## src/rtl/signed_mult_pkg.sv

```systemverilog
// Shared types and defaults for the signed multiplier arbiter.
package signed_mult_pkg;

    // Default operand width and grant-counter width
    localparam int W     = 4;
    localparam int CNT_W = 8;

    // Requester ids as carried on rsp_id
    localparam logic REQ0 = 1'b0;
    localparam logic REQ1 = 1'b1;

    // Sequencer states
    typedef enum logic [1:0] {
        IDLE = 2'd0,
        MUL  = 2'd1,
        RESP = 2'd2
    } state_t;

endpackage

```

## src/rtl/signed_mult_core.sv

```systemverilog
// Purely combinational signed W x W -> 2W multiply. Operands are sign-extended
// to the full product width first so the result never truncates.
module signed_mult_core #(
    parameter int W = 4
) (
    input  logic signed [W-1:0]   a,
    input  logic signed [W-1:0]   b,
    output logic signed [2*W-1:0] p
);

    logic signed [2*W-1:0] a_x;
    logic signed [2*W-1:0] b_x;

    // Sign-extend, then multiply at product width
    always_comb begin
        a_x = {{W{a[W-1]}}, a};
        b_x = {{W{b[W-1]}}, b};
        p   = a_x * b_x;
    end

endmodule

```

## src/rtl/signed_mult_arbiter.sv

```systemverilog
// Two requesters share one signed multiplier. Round-robin grant in IDLE,
// operands latched on the grant cycle, product registered in MUL, and the
// tagged result held in RESP until the consumer takes it.
// Optional grant counters are built when SIGNED_MULT_ARB_STATS_EN is defined;
// otherwise grant_cnt0/grant_cnt1 are tied to zero.
module signed_mult_arbiter #(
    parameter int W     = signed_mult_pkg::W,
    parameter int CNT_W = signed_mult_pkg::CNT_W
) (
    input  logic               clk,
    input  logic               rst,
    input  logic               req0_valid,
    output logic               req0_ready,
    input  logic [W-1:0]       req0_a,
    input  logic [W-1:0]       req0_b,
    input  logic               req1_valid,
    output logic               req1_ready,
    input  logic [W-1:0]       req1_a,
    input  logic [W-1:0]       req1_b,
    output logic               rsp_valid,
    input  logic               rsp_ready,
    output logic [2*W-1:0]     rsp_p,
    output logic               rsp_id,
    output logic [CNT_W-1:0]   grant_cnt0,
    output logic [CNT_W-1:0]   grant_cnt1
);

    import signed_mult_pkg::*;

    state_t            state_q, state_d;
    logic              last_id_q, last_id_d;
    logic [W-1:0]      op_a_q, op_a_d;
    logic [W-1:0]      op_b_q, op_b_d;
    logic              op_id_q, op_id_d;
    logic [2*W-1:0]    rsp_p_q, rsp_p_d;
    logic              rsp_id_q, rsp_id_d;

    logic              any_valid;
    logic              winner;
    logic signed [2*W-1:0] prod;

    // Round-robin pick: a lone requester wins, a tie goes to the one not served last
    always_comb begin
        any_valid = req0_valid | req1_valid;
        if (req0_valid && req1_valid) begin
            winner = ~last_id_q;
        end else if (req1_valid) begin
            winner = REQ1;
        end else begin
            winner = REQ0;
        end
    end

    signed_mult_core #(.W(W)) u_core (
        .a (op_a_q),
        .b (op_b_q),
        .p (prod)
    );

    // Sequencer next-state, register loads and handshake outputs
    always_comb begin
        state_d    = state_q;
        last_id_d  = last_id_q;
        op_a_d     = op_a_q;
        op_b_d     = op_b_q;
        op_id_d    = op_id_q;
        rsp_p_d    = rsp_p_q;
        rsp_id_d   = rsp_id_q;
        req0_ready = 1'b0;
        req1_ready = 1'b0;
        rsp_valid  = 1'b0;
        case (state_q)
            IDLE: begin
                if (any_valid) begin
                    req0_ready = (winner == REQ0);
                    req1_ready = (winner == REQ1);
                    op_a_d     = (winner == REQ1) ? req1_a : req0_a;
                    op_b_d     = (winner == REQ1) ? req1_b : req0_b;
                    op_id_d    = winner;
                    last_id_d  = winner;
                    state_d    = MUL;
                end
            end
            MUL: begin
                rsp_p_d  = prod;
                rsp_id_d = op_id_q;
                state_d  = RESP;
            end
            RESP: begin
                rsp_valid = 1'b1;
                if (rsp_ready) begin
                    state_d = IDLE;
                end
            end
            default: begin
                state_d = IDLE;
            end
        endcase
    end

    // State and datapath registers; reset drops any in-flight operation
    always_ff @(posedge clk) begin
        if (rst) begin
            state_q   <= IDLE;
            last_id_q <= REQ1;
            op_a_q    <= '0;
            op_b_q    <= '0;
            op_id_q   <= REQ0;
            rsp_p_q   <= '0;
            rsp_id_q  <= REQ0;
        end else begin
            state_q   <= state_d;
            last_id_q <= last_id_d;
            op_a_q    <= op_a_d;
            op_b_q    <= op_b_d;
            op_id_q   <= op_id_d;
            rsp_p_q   <= rsp_p_d;
            rsp_id_q  <= rsp_id_d;
        end
    end

    assign rsp_p  = rsp_p_q;
    assign rsp_id = rsp_id_q;

`ifdef SIGNED_MULT_ARB_STATS_EN
    logic [CNT_W-1:0] grant_cnt0_q, grant_cnt0_d;
    logic [CNT_W-1:0] grant_cnt1_q, grant_cnt1_d;

    // Count accepted requests per requester; counters wrap naturally
    always_comb begin
        grant_cnt0_d = grant_cnt0_q + CNT_W'(req0_valid && req0_ready);
        grant_cnt1_d = grant_cnt1_q + CNT_W'(req1_valid && req1_ready);
    end

    // Counter registers
    always_ff @(posedge clk) begin
        if (rst) begin
            grant_cnt0_q <= '0;
            grant_cnt1_q <= '0;
        end else begin
            grant_cnt0_q <= grant_cnt0_d;
            grant_cnt1_q <= grant_cnt1_d;
        end
    end

    assign grant_cnt0 = grant_cnt0_q;
    assign grant_cnt1 = grant_cnt1_q;
`else
    assign grant_cnt0 = '0;
    assign grant_cnt1 = '0;
`endif

endmodule

```

## config.mk

```make
export PLATFORM = sky130hd
export DESIGN_NAME = signed_mult_arbiter
export DESIGN_NICKNAME = d
export VERILOG_FILES = /design/src/rtl/signed_mult_pkg.sv /design/src/rtl/signed_mult_core.sv /design/src/rtl/signed_mult_arbiter.sv
export SDC_FILE = /design/constraint.sdc
export NUM_CORES = 1
export LEC_CHECK = 0
export CELL_PAD_IN_SITES_DETAIL_PLACEMENT = 0
export CELL_PAD_IN_SITES_GLOBAL_PLACEMENT = 2
export CORE_MARGIN = 5
export CORE_UTILIZATION = 27
export CTS_CLUSTER_DIAMETER = 40
export CTS_CLUSTER_SIZE = 10
export DETAILED_ROUTE_END_ITERATION = 12
export PLACE_DENSITY_LB_ADDON = 0.3
export SLEW_MARGIN = 20
export SYNTH_ARGS = -nofsm -noshare
export SYNTH_HDL_FRONTEND = slang
export SYNTH_HIERARCHICAL = 1
export SYNTH_SLANG_ARGS = --single-unit
```

## constraint.sdc

```tcl
create_clock -name clk -period 3.65 [get_ports clk]
set_input_delay 0.73 -clock clk [delete_from_list [all_inputs] [get_ports clk]]
set_output_delay 0.73 -clock clk [all_outputs]
set_load 0.005 [all_outputs]
```

==> results of run 1 <==
[cell families (layout without fill, tap and decap cells)]
kind of cell / Yosys count / in the layout / synth area share, %
multiplexers: 7 / 7 / 4.480
other: 1 / 16 / 0.2398
adder cells (fa/ha/maj): 21 / 21 / 21.12
AND/OR/NAND/NOR: 50 / 50 / 14.96
AO/OA/AOI/OAI: 36 / 36 / 14.08
XOR/XNOR: 6 / 6 / 4.721
flip-flops: 21 / 21 / 26.88
buffers and inverters: 37 / 52 / 13.52
[what timing repair did]
action,CTS,global route
endpoints found under the hold margin,0,0
setup endpoints to repair,0,1
resized for setup,0,2
[registers in the layout, indices dropped and copies added, names as in the netlist]
signal,flops
op_b_q,4
op_id_q,1
rsp_id,1
last_id_q,1
rsp_p,8
state_q,2
op_a_q,4
[where the power goes]
group	leakage, nW	switching, W	internal (W)
logic	0.679	0.000104	0.000108
clock network	0.0217	0.0000809	0.0000771
registers	0.172	0.0000186	0.000250
total	0.873	0.000203	0.000436
[area by class of cell]
cell class              count  area (sq um)
multi-input cells         136         996.0
inverters                  14         52.55
clock inverters             1         7.507
flip-flops and latches     21         420.4
well taps                  72         90.09
clock buffers               3         41.29
repair buffers             34         335.3
fillers                   617          3631
[routing by layer]
metal	vias up	GRT usage (%)
li1	618	-
met1	534	11.50
met2	31	16.33
met3	2	2.690
met4	0	1.727
met5	-	0
[stage by stage]
stage	util [%]	hold WS, ns	std cells	power [W]
final	34.86	0.4584	281	0.0006391
after detailed placement	33.85	0.4482	277	0.0004914
after floorplan	-	0.4284	194	0.0004265
after CTS	34.73	0.4601	281	0.0006543
after global placement	33.85	0.4466	277	0.0004923
after global routing	34.86	0.4890	281	0.0006938
[worst paths after layout]
| kind | cells after the start | from | endpoint | slack, ns |
|---|---|---|---|---|
| worst min register to register | 2 | rsp_p[4]$_SDFFE_PP0N_ | rsp_p[4]$_SDFFE_PP0N_ | 0.46 |
| worst min-delay path | 2 | rsp_p[4]$_SDFFE_PP0N_ | rsp_p[4]$_SDFFE_PP0N_ | 0.46 |
| worst max register to register | 12 | op_a_q[0]$_SDFFE_PP0P_ | rsp_p[7]$_SDFFE_PP0N_ | 0.24 |
| worst max-delay path | 12 | op_a_q[0]$_SDFFE_PP0P_ | rsp_p[7]$_SDFFE_PP0N_ | 0.24 |
[placed cells by master, fill, tap and decap left out]
master           Yosys  routed
and2_1               9       9
clkbuf_8             0       3
xor2_1               1       1
or2_2                1       1
a211oi_1             7       7
xnor2_1              3       3
mux2i_1              7       7
conb_1               1      16
o21bai_1             1       1
xnor3_1              1       1
inv_1               14      14
xnor2_2              1       1
nand2_2              1       1
dfxtp_1             21      21
clkinvlp_4           0       1
fa_1                 9       9
a21o_1               2       2
buf_4               16       2
nor2b_1              2       2
nand2_1             24      24
clkdlybuf4s50_1      0      32
ha_1                12      12
a21oi_2              0       2
nand4_1              1       1
a21boi_2             1       1
a21oi_1             20      18
o21ai_0              2       2
nand2b_1             3       3
or2_1                1       1
a31oi_1              1       1
a211o_1              1       1
o2111ai_1            1       1
nor3_1               1       1
nor2_1               7       7
[tightest hold or removal path, cell delays in order, from the launching register on]
cell and delay, ns:
dfxtp_1 0.31, nand2_1 0.05, a21oi_1 0.05
==> results.sh, run 1 <==
export IMPL_status="complete, no violations"
export IMPL_postCtsSetupBuffers=0
export IMPL_drtAntennaViolNets=0
export IMPL_routed_via_density=4.217
export IMPL_wire_per_inst_um=11.33
export IMPL_grt_ovfl_total=0
export IMPL_synth_flop_cell="dfxtp_1"
export IMPL_leakage_nw=0.8735
export IMPL_vias=1185
export IMPL_worstMarginPinSlew_ns=0.8487
export IMPL_port_buffers=32
export IMPL_firstDrtPassIters=4
export IMPL_drv_slew=0
export IMPL_fmaxAchievable_ghz=0.2930
export IMPL_clk_latency_ns=0.26
export IMPL_yosysWarningCount=6
export IMPL_crit_buf_inv=1
export IMPL_crit_family="adder cells"
export IMPL_hold_viol=0
export IMPL_start_util_pct=28.06
export IMPL_grt_pass1_wl_um=5754
export IMPL_diodes=0
export IMPL_period_share_pct=93.49
export IMPL_ioPinCount=49
export IMPL_cellPowerDensity_nw_per_um2=328.9
export IMPL_final_area_sq_um=1943
export IMPL_finalSetupViolCount=0
export IMPL_drv_cap=0
export IMPL_setup_tns_ns=0
export IMPL_first_iter_violations=21
export IMPL_area_delta_synth_final_pct=24.24
export IMPL_cts_buffers=3
export IMPL_wl_met1_um=1416
export IMPL_cts_root_buf="clkbuf_8"
export IMPL_cts_hold_buf=0
export IMPL_critPathMaxFanout=5
export IMPL_htreeDepth=1
export IMPL_crit_path_start_kind="flop"
export IMPL_cts_tree="built"
export IMPL_grt_pass1_vias=1315
export IMPL_clock_skew_ns=0.006064
export IMPL_crit_required_ns=3.83
export IMPL_synth_top_area_share_pct=26.88
export IMPL_die_w_um=86.11
export IMPL_ys_ff_latch=21
export IMPL_clkTransAtPathRegs_ns=0.09
export IMPL_synth_distinct_cells=33
export IMPL_synth_area_leaders="dfxtp_1 27%, fa_1 12%, ha_1 9.6%"
export IMPL_crit_chain="nand2b_1 -> fa_1 -> fa_1 -> fa_1 -> inv_1 -> ha_1 -> fa_1 -> a21o_1 -> a21oi_2 -> xnor2_1 -> nand2_1 -> a21oi_2"
export IMPL_hold_path_class="flop to flop"
export IMPL_maxSlewHeadroom_pct=43.24
export IMPL_syn_inst=179
export IMPL_rows=27
export IMPL_routabilityCongestion=0.7273
export IMPL_max_stage_delay_ns=0.56
export IMPL_dieArea_sq_um=7415
export IMPL_place_ws_ns=0.2295
export IMPL_crit_arrival_ns=3.60
export IMPL_clock_sinks=21
export IMPL_syn_area_per_cell_sq_um=8.737
export IMPL_syn_area_sq_um=1564
export IMPL_rsz0062_at_grt="no"
export IMPL_dp_hpwl_um=2678
export IMPL_synth_edf_count=0
export IMPL_min_period_ns=3.413
export IMPL_crit_top_cell="fa_1"
export IMPL_synth_largest_area_cell="dfxtp_1"
export IMPL_met3_length_um=218
export IMPL_cts_path_max_buffers=2
export IMPL_wirelength_um=3185
export IMPL_fp_coreArea_sq_um=5574
export IMPL_nets=252
export IMPL_wl_met2_um=1535
export IMPL_vdd_drop_max_uv=141.2
export IMPL_top_layer_used="met4"
export IMPL_antenna_found_initial=0
export IMPL_yosysMostFrequentCell="nand2_1"
export IMPL_setup_ws_ns=0.2375
export IMPL_drc=0
export IMPL_synthTopCellsByCount="24 x nand2_1, 21 x dfxtp_1, 20 x a21oi_1"
export IMPL_drive_above_1_share_pct=5.742
export IMPL_synthArstFlopShare_pct=0
export IMPL_grtUsageTotal_pct=9.369
export IMPL_ys_seq_area_share_pct=26.88
export IMPL_die_h_um=86.11
export IMPL_dpl_instance_area_sq_um=1887
export IMPL_critPathKind="flop to flop"
export IMPL_cp_end_kind="flop"
export IMPL_cp_slowest_cell="fa_1"
export IMPL_grt_max_degree=22
Power figures use the tool's default switching activity.
==> run 2, diff against run 1 <==
--- a/config.mk
+++ b/config.mk
@@ -12,7 +12,7 @@
 export CTS_CLUSTER_DIAMETER = 40
 export CTS_CLUSTER_SIZE = 10
 export DETAILED_ROUTE_END_ITERATION = 12
-export PLACE_DENSITY_LB_ADDON = 0.3
+export PLACE_DENSITY_LB_ADDON = 0.1
 export SLEW_MARGIN = 20
 export SYNTH_ARGS = -nofsm -noshare
 export SYNTH_HDL_FRONTEND = slang
==> results.sh, run 2 (synthesis gave the netlist of run 1 again) <==
export IMPL_drc=0
export IMPL_htreeDepth=1
export IMPL_clock_skew_ns=0.003797
export IMPL_crit_family="adder cells"
export IMPL_wirelength_um=3280
export IMPL_ff2ff_path_depth=12
export IMPL_clk_latency_ns=0.26
export IMPL_vias=1211
export IMPL_cp_end_kind="flop"
export IMPL_period_share_pct=94.89
export IMPL_grt_ovfl_total=0
export IMPL_cp_num_cells=12
export IMPL_layout_commonest_cell="clkdlybuf4s50_1"
export IMPL_hold_path_class="flop to flop"
export IMPL_worstMarginPinSlew_ns=0.7854
export IMPL_place_inst=276
export IMPL_cp_slowest_cell="fa_1"
export IMPL_cellPowerDensity_nw_per_um2=328.5
export IMPL_holdWs_ns=0.4562
export IMPL_crit_buf_inv=1
export IMPL_start_util_pct=28.06
export IMPL_postCtsSetupBuffers=0
export IMPL_hold_depth=2
export IMPL_wire_per_inst_um=11.71
export IMPL_diodes=0
export IMPL_finalSetupViolCount=0
export IMPL_cts_path_max_buffers=2
export IMPL_leakage_nw=0.8719
export IMPL_crit_arrival_ns=3.64
export IMPL_die_w_um=86.11
export IMPL_routed_via_density=4.325
export IMPL_area_delta_synth_final_pct=23.12
export IMPL_firstDrtPassIters=3
export IMPL_drv_slew=0
export IMPL_critPathKind="flop to flop"
export IMPL_grt_pass1_vias=1205
export IMPL_critPathMaxFanout=5
export IMPL_clock_sinks=21
export IMPL_crit_path_start_kind="flop"
export IMPL_stdcell_count=280
export IMPL_largest_reg_flops=8
export IMPL_drv_cap=0
export IMPL_first_iter_violations=32
export IMPL_drive_above_1_share_pct=4.327
export IMPL_antenna_found_initial=0
export IMPL_vdd_drop_max_uv=144.0
export IMPL_status="complete, no violations"
export IMPL_routabilityCongestion=0.7033
export IMPL_drtAntennaViolNets=0
export IMPL_max_stage_delay_ns=0.57
export IMPL_dp_hpwl_um=2805
export IMPL_clkTransAtPathRegs_ns=0.08
export IMPL_fp_coreArea_sq_um=5574
export IMPL_crit_required_ns=3.83
export IMPL_setup_tns_ns=0
export IMPL_cts_hold_buf=0
export IMPL_nets=251
export IMPL_cts_resized=0
export IMPL_grt_max_degree=22
export IMPL_dieArea_sq_um=7415
export IMPL_final_cell_mix="32 x clkdlybuf4s50_1, 24 x nand2_1, 21 x dfxtp_1"
export IMPL_cts_tree="built"
export IMPL_crit_top_cell="fa_1"
export IMPL_cts_buffers=3
export IMPL_grtUsageTotal_pct=9.292
export IMPL_maxSlewHeadroom_pct=47.47
export IMPL_cts_root_buf="clkbuf_8"
export IMPL_hold_viol=0
export IMPL_die_h_um=86.11
export IMPL_finalPower_w=0.0006326
export IMPL_crit_chain="nand2b_1 -> fa_1 -> fa_1 -> fa_1 -> inv_1 -> ha_1 -> fa_1 -> a21o_1 -> a21oi_1 -> xnor2_1 -> nand2_1 -> a21oi_1"
export IMPL_rsz0062_at_grt="no"
export IMPL_min_period_ns=3.463
export IMPL_grt_pass1_wl_um=5609
export IMPL_ioPinCount=49
export IMPL_port_buffers=32
export IMPL_rows=27
export IMPL_fmaxAchievable_ghz=0.2887
[run 2: cell types whose count changed in the layout (fill, tap and decap cells not counted), sizes merged]
cell	delta
clkinv	+1
clkinvlp	-1
buf	-1
[run 2: cell type report]
cell class                 instances  area, sq um
timing repair buffer              33        327.8
fill                             601         3649
tap                               72        90.09
multi-input combinational        136        988.4
sequential                        21        420.4
inverter                          14        52.55
clock buffer                       3        41.29
clock inverter                     1        5.005
[run 2: worst min-delay path, stage by stage (launching register included)]
cell	delay, ns
dfxtp_1	0.31
nand2_1	0.05
a21oi_1	0.05
[run 2: worst paths after layout]
| check | startpoint | endpoint | slack [ns] |
|---|---|---|---|
| hold / removal | rsp_p[2]$_SDFFE_PP0N_ | rsp_p[2]$_SDFFE_PP0N_ | 0.46 |
| hold reg to reg | rsp_p[2]$_SDFFE_PP0N_ | rsp_p[2]$_SDFFE_PP0N_ | 0.46 |
| setup reg to reg | op_a_q[0]$_SDFFE_PP0P_ | rsp_p[7]$_SDFFE_PP0N_ | 0.19 |
| setup / recovery | op_a_q[0]$_SDFFE_PP0P_ | rsp_p[7]$_SDFFE_PP0N_ | 0.19 |
[run 2: through the flow]
step                worst slack (ns)  instance area [sq um]  utilization (%)
global placement              0.2504                   1879            33.71
finish                        0.1866                   1926            34.55
detailed placement            0.1728                   1879            33.71
floorplan                     0.3864                   1620                -
CTS                           0.1593                   1926            34.55
global route                 0.01753                   1926            34.55
[run 2: power by group]
part           internal (W)  switching (W)  total (W)  leakage (nW)
combinational      0.000107       0.000106   0.000212         0.674
clock             0.0000759      0.0000741   0.000150        0.0255
sequential         0.000250      0.0000198   0.000270         0.172
total              0.000433       0.000200   0.000633         0.872
[run 2: layer usage]
layer | GRT usage [%] | vias up | part of all wire (%)
met5 | 0 | - | 0
met2 | 16.05 | 34 | 48
met4 | 1.727 | 0 | 0.43
li1 | - | 614 | -
met1 | 11.69 | 561 | 45
met3 | 2.402 | 2 | 6.4
